### config.mk
export PLATFORM = sky130hd
export DESIGN_NAME = imem_boot_arbiter
export DESIGN_NICKNAME = d
export VERILOG_FILES = /design/src/rtl/imem_pkg.sv /design/src/rtl/imem_boot_arbiter_byte_packer.sv /design/src/rtl/imem_boot_arbiter.sv
export SDC_FILE = /design/constraint.sdc
export NUM_CORES = 1
export LEC_CHECK = 0
export BUFFER_PORTS_ARGS = -buffer_cell sky130_fd_sc_hd__buf_2
export CORE_MARGIN = 2
export CORE_UTILIZATION = 50
export CTS_BUF_LIST = sky130_fd_sc_hd__clkbuf_2
export DETAILED_ROUTE_END_ITERATION = 8
export GPL_TIMING_DRIVEN = 0
export PLACE_DENSITY = 0.8
export SYNTH_ARGS = -nofsm -noshare
export SYNTH_HDL_FRONTEND = slang
export SYNTH_HIERARCHICAL = 1
export SYNTH_SLANG_ARGS = --single-unit
### constraint.sdc
create_clock -name clk -period 5.53 [get_ports clk]
set_input_delay 0.553 -clock clk [delete_from_list [all_inputs] [get_ports clk]]
set_output_delay 0.553 -clock clk [all_outputs]
set_load 0.01 [all_outputs]
### src/rtl/imem_pkg.sv
// Shared definitions for the instruction-memory boot arbiter and the memory it drives.
package imem_pkg;
    localparam int          DEFAULT_DEPTH = 64;
    localparam int          DEFAULT_AW    = 6;
    localparam logic [31:0] DEFAULT_NOP   = 32'h0000_0013;

    typedef enum logic [1:0] {
        ST_LOAD  = 2'd0,
        ST_WRITE = 2'd1,
        ST_RUN   = 2'd2
    } state_t;
endpackage

### src/rtl/imem_boot_arbiter_byte_packer.sv
// Packs loader bytes little-endian into a 32-bit word; flags when the word is ready to write.
module byte_packer (
    input  logic        clk,
    input  logic        rst_n,
    input  logic        clr,
    input  logic        byte_vld,
    input  logic [7:0]  byte_in,
    input  logic        byte_last,
    output logic [31:0] pack,
    output logic        word_done
);
    logic [1:0]  cnt_q, cnt_d;
    logic [31:0] pack_q, pack_d;

    always_comb begin
        cnt_d  = cnt_q;
        pack_d = pack_q;
        if (clr) begin
            cnt_d  = 2'd0;
            pack_d = 32'd0;
        end else if (byte_vld) begin
            pack_d[{cnt_q, 3'b000} +: 8] = byte_in;
            cnt_d = cnt_q + 2'd1;
        end
    end

    // A short final word is written as-is; its unfilled lanes are still zero from the last clear.
    assign word_done = byte_vld && ((cnt_q == 2'd3) || byte_last);
    assign pack      = pack_q;

    always_ff @(posedge clk or negedge rst_n) begin
        if (!rst_n) begin
            cnt_q  <= 2'd0;
            pack_q <= 32'd0;
        end else begin
            cnt_q  <= cnt_d;
            pack_q <= pack_d;
        end
    end
endmodule

### src/rtl/imem_boot_arbiter.sv
// Shares a single-port instruction memory between a byte-serial boot loader and the core fetch port.
module imem_boot_arbiter
    import imem_pkg::*;
#(
    parameter int          DEPTH     = DEFAULT_DEPTH,
    parameter int          AW        = DEFAULT_AW,
    parameter logic [31:0] NOP_INSTR = DEFAULT_NOP
) (
    input  logic          clk,
    input  logic          rst_n,
    input  logic          ld_start,
    input  logic          ld_valid,
    input  logic [7:0]    ld_byte,
    input  logic          ld_last,
    output logic          ld_ready,
    input  logic          core_req,
    input  logic [31:0]   core_addr,
    output logic [31:0]   core_instr,
    output logic          core_valid,
    output logic          core_fault,
    output logic          core_stall,
    output logic          mem_we,
    output logic [AW-1:0] mem_addr,
    output logic [31:0]   mem_wdata,
    input  logic [31:0]   mem_rdata,
    output logic [AW:0]   load_words
);
    state_t        state_q, state_d;
    logic [AW-1:0] ptr_q, ptr_d;
    logic [AW:0]   lw_q, lw_d;
    logic          last_q, last_d;
    logic          valid_q, valid_d;
    logic          fault_q, fault_d;
    logic [31:0]   instr_q, instr_d;

    logic          accept, pk_clr, word_done, full, fetch, bad_addr;
    logic [31:0]   pack;
    logic [29:0]   lw_ext;

    assign ld_ready   = (state_q == ST_LOAD);
    assign accept     = ld_valid && ld_ready;
    assign core_stall = (state_q != ST_RUN);
    assign full       = (ptr_q == AW'(DEPTH - 1));

    byte_packer u_packer (
        .clk       (clk),
        .rst_n     (rst_n),
        .clr       (pk_clr),
        .byte_vld  (accept),
        .byte_in   (ld_byte),
        .byte_last (ld_last),
        .pack      (pack),
        .word_done (word_done)
    );

    always_comb begin
        state_d   = state_q;
        ptr_d     = ptr_q;
        lw_d      = lw_q;
        last_d    = last_q;
        pk_clr    = 1'b0;
        mem_we    = 1'b0;
        mem_addr  = ptr_q;
        mem_wdata = pack;
        case (state_q)
            ST_LOAD: begin
                if (accept) begin
                    last_d = last_q || ld_last;
                    if (word_done) state_d = ST_WRITE;
                end
            end
            ST_WRITE: begin
                mem_we = 1'b1;
                pk_clr = 1'b1;
                last_d = 1'b0;
                // The pointer parks on the last word so a full memory never wraps onto word 0.
                ptr_d  = full ? ptr_q : ptr_q + 1'b1;
                if (last_q || full) begin
                    lw_d    = {1'b0, ptr_q} + 1'b1;
                    state_d = ST_RUN;
                end else begin
                    state_d = ST_LOAD;
                end
            end
            ST_RUN: begin
                mem_addr = core_addr[AW+1:2];
                if (ld_start) begin
                    state_d = ST_LOAD;
                    ptr_d   = '0;
                    lw_d    = '0;
                    last_d  = 1'b0;
                    pk_clr  = 1'b1;
                end
            end
            default: state_d = ST_LOAD;
        endcase
    end

    // A fetch accepted alongside ld_start still answers next cycle; the LOAD state blocks later ones.
    assign lw_ext   = {{(30 - AW - 1){1'b0}}, lw_q};
    assign fetch    = core_req && (state_q == ST_RUN);
    assign bad_addr = (core_addr[1:0] != 2'b00) || (core_addr[31:2] >= lw_ext);

    always_comb begin
        valid_d = fetch;
        fault_d = fetch && bad_addr;
        instr_d = instr_q;
        if (fetch) instr_d = bad_addr ? NOP_INSTR : mem_rdata;
    end

    always_ff @(posedge clk or negedge rst_n) begin
        if (!rst_n) begin
            state_q <= ST_LOAD;
            ptr_q   <= '0;
            lw_q    <= '0;
            last_q  <= 1'b0;
            valid_q <= 1'b0;
            fault_q <= 1'b0;
            instr_q <= NOP_INSTR;
        end else begin
            state_q <= state_d;
            ptr_q   <= ptr_d;
            lw_q    <= lw_d;
            last_q  <= last_d;
            valid_q <= valid_d;
            fault_q <= fault_d;
            instr_q <= instr_d;
        end
    end

    assign core_valid = valid_q;
    assign core_fault = fault_q;
    assign core_instr = instr_q;
    assign load_words = lw_q;
endmodule

==> metrics.txt <==
clock slew at reported path FFs=about 0.26 ns; DIE AREA=0.009635 mm2; H-tree depth=3; Vias=~3700; Crit path top cell by count=buf_2; Setup WS post-layout=roughly 2.6 ns; crit-path max cell delay=roughly 0.46 ns; peak supply drop=0.2596 mV; TritonCTS clock tree=built; core area=between 0.008 and 0.009 mm2; dpl cells=~640; Final setup viols=0; ys flop type=dfrtp_1; yosys warns=6; Fin. Hold Viols=0; GPL Wtd Cong=around 0.83; r2r setup slk=around 3.4 ns; antenna-violating nets left=0; n_diodes=0; Synth area leaders=dfrtp_1, o41ai_2, nand2_1; slew margin rel.=0.5895; largest net degree at the start of global routing=62; clk buf depth=2; layout cell share with drive strength beyond 1=0.4808; Setup TNS=0 ns; CTS Root Cell=clkbuf_2; Final #Nets=between 600 and 700; unrepaired setup endpoints after global routing=false; PortBufs=around 160; Die Ht=around 98 um; fmax=~0.34 GHz; 1st-pass router iterations=4; Tmin final=around 2.9 ns; cell area after placement=about 0.0054 mm2; CP max stage cell=dfrtp_1; Syn Inst Count=370; crit-path cells=inv_1 -> ha_1 -> buf_2 -> buf_2 -> mux2_2 -> buf_2; first-pass GRT wire length=18.46 mm; status=finished clean; #FFs+latches synth=between 80 and 90; initial antenna violation count=0; cts bufs inserted=9; Post-Layout Inst Area=0.005529 mm2; Vias per Instance=5.605; crit path max fanout=10; worst skew pair latency=~0.53 ns; Synth Area per Inst=11.98 um2; leading cell type in the layout, fill and taps excluded=buf_2; starting DRC count in detailed routing=roughly 110; Critical Path AT=2.35 ns; Leak=approximately 2.9 nW; power per cell area=approximately 400 mW/mm2; Max Cap Viol=0; WL final=between 10 and 15 mm; Final Util=0.6371; hold crit path type=in2reg; crit path launch type=flop; Post-route DRC=0; final period utilization=0.5245; number of synthesized flops with an enable pin=0; Layout Area Growth over Synthesis=24.72%; worst slack at placement=around 3.2 ns; Initial Util=0.5108; # resized after CTS=0; max-slew violations=0; Core Rows=34; sequential area share after synthesis=0.4750; Hold WS=0.2452 ns; Yosys top cell by area=dfrtp_1; post-synthesis cell type count=50; Syn Std Cell Area=0.004433 mm2; DIE WIDTH=between 90 and 100 um; most frequent cells in the layout=buf_2, dfrtp_1, nand2_1, o41ai_2, a32o_1; global-route usage over all layers=0.2344; share of flip-flops with an asynchronous set or reset=1.000; type of the worst setup path=reg2out; CTS sink cnt=84; # IOs=160; Critical Path End Type=primary output; post-detail-place hpwl=roughly 8.4 mm; worst slew pin tran=between 0.6 and 0.7 ns; Syn Nets=465; Worst Path Required=4.98 ns; post-route insts no fill=~660; DR WL/cell=16.78 um; clk_skew=0.03589 ns; vias in the first global route=between 3000 and 4000; Remaining Overflow, GRT=0; total power=around 2.2 mW; post-synth top area share=0.4572
==> where the power goes <==
group | switching, mW | internal (mW) | total [mW]
Sequential | 0.101 | 0.737 | 0.838
Combinational | 0.565 | 0.451 | 1.02
Clock | 0.227 | 0.111 | 0.338
Total | 0.893 | 1.30 | 2.19
==> final timing paths <==
| path | from | endpoint | cells past startpoint |
|---|---|---|---|
| setup / recovery | state_q[0] | mem_addr[4] | 6 |
| hold / removal | mem_rdata[7] | core_instr[7] | 3 |
| min in group asynchronous | rst_n | core_instr[10] | 2 |
| setup reg to reg | state_q[0] | u_packer/pack[24] | 9 |
| max in group asynchronous | rst_n | core_instr[1] | 3 |
| hold reg to reg | core_instr[20] | core_instr[20] | 2 |
==> critical path, delay by kind of cell, from the launching register on <==
family	cells	cell delay [ns]
fa+ha+maj	1	0.22
buf+inv	4	0.75
flops	1	0.46
mux	1	0.36
==> layout make-up <==
type | instances | area (um2)
Inverter | 14 | 52.55
Clock inverter | 7 | 80.08
Buffer | 24 | 145.1
Multi-Input combinational cell | 248 | 2130
Fill cell | 705 | 3149
Timing Repair Buffer | 161 | 835.8
Clock buffer | 9 | 45.04
Tap cell | 108 | 135.1
Sequential cell | 84 | 2106
==> sequential cells by signal (all words and copies together) (netlist names) <==
| name | cells |
|---|---|
| u_packer/cnt_q | 2 |
| core_fault | 1 |
| last_q | 1 |
| ptr_q | 6 |
| state_q | 2 |
| core_valid | 1 |
| core_instr | 32 |
| load_words | 7 |
| u_packer/pack | 32 |
==> synthesized netlist by cell type (2+ instances only) <==
master / number
dfrtp_1: 81
nand2_1: 64
o41ai_2: 29
a32o_1: 21
ha_1: 17
inv_1: 13
a21oi_1: 11
a32o_2: 11
mux2_2: 10
and2_1: 9
buf_2: 8
clkbuf_1: 8
nor2_1: 7
mux2_4: 6
nor2b_1: 6
o21ai_0: 5
buf_4: 4
buf_6: 4
nand3_1: 4
or3_1: 4
dfstp_2: 3
mux2i_1: 3
nand2b_1: 3
nor3_1: 3
nor4_1: 3
nor4_2: 3
o32a_1: 3
a21o_1: 2
and3_4: 2
o31a_1: 2
xnor2_1: 2
==> per-layer routing <==
metal | global-route usage | wire (um)
met2 | 0.3841 | 5515
met5 | 0 | 0
met4 | 0.06112 | 104
met3 | 0.04796 | 540
met1 | 0.3211 | 4833
==> kinds of logic after synthesis <==
logic type / count (synthesis) / share of synthesized area
AOI/OAI and AO/OA: 92 / 0.2357
buffers and inverters: 38 / 0.04460
DFF: 84 / 0.4750
adders and majority gates: 17 / 0.04798
muxes: 19 / 0.05250
xor gates and xnor gates: 3 / 0.005928
and+or+nand+nor: 117 / 0.1383
==> repair_timing <==
action,in CTS,in global routing
buffers inserted,0,0
hold buffers,1,0
hold endpoints to repair,23,0
Power figures use the tool's default switching activity.
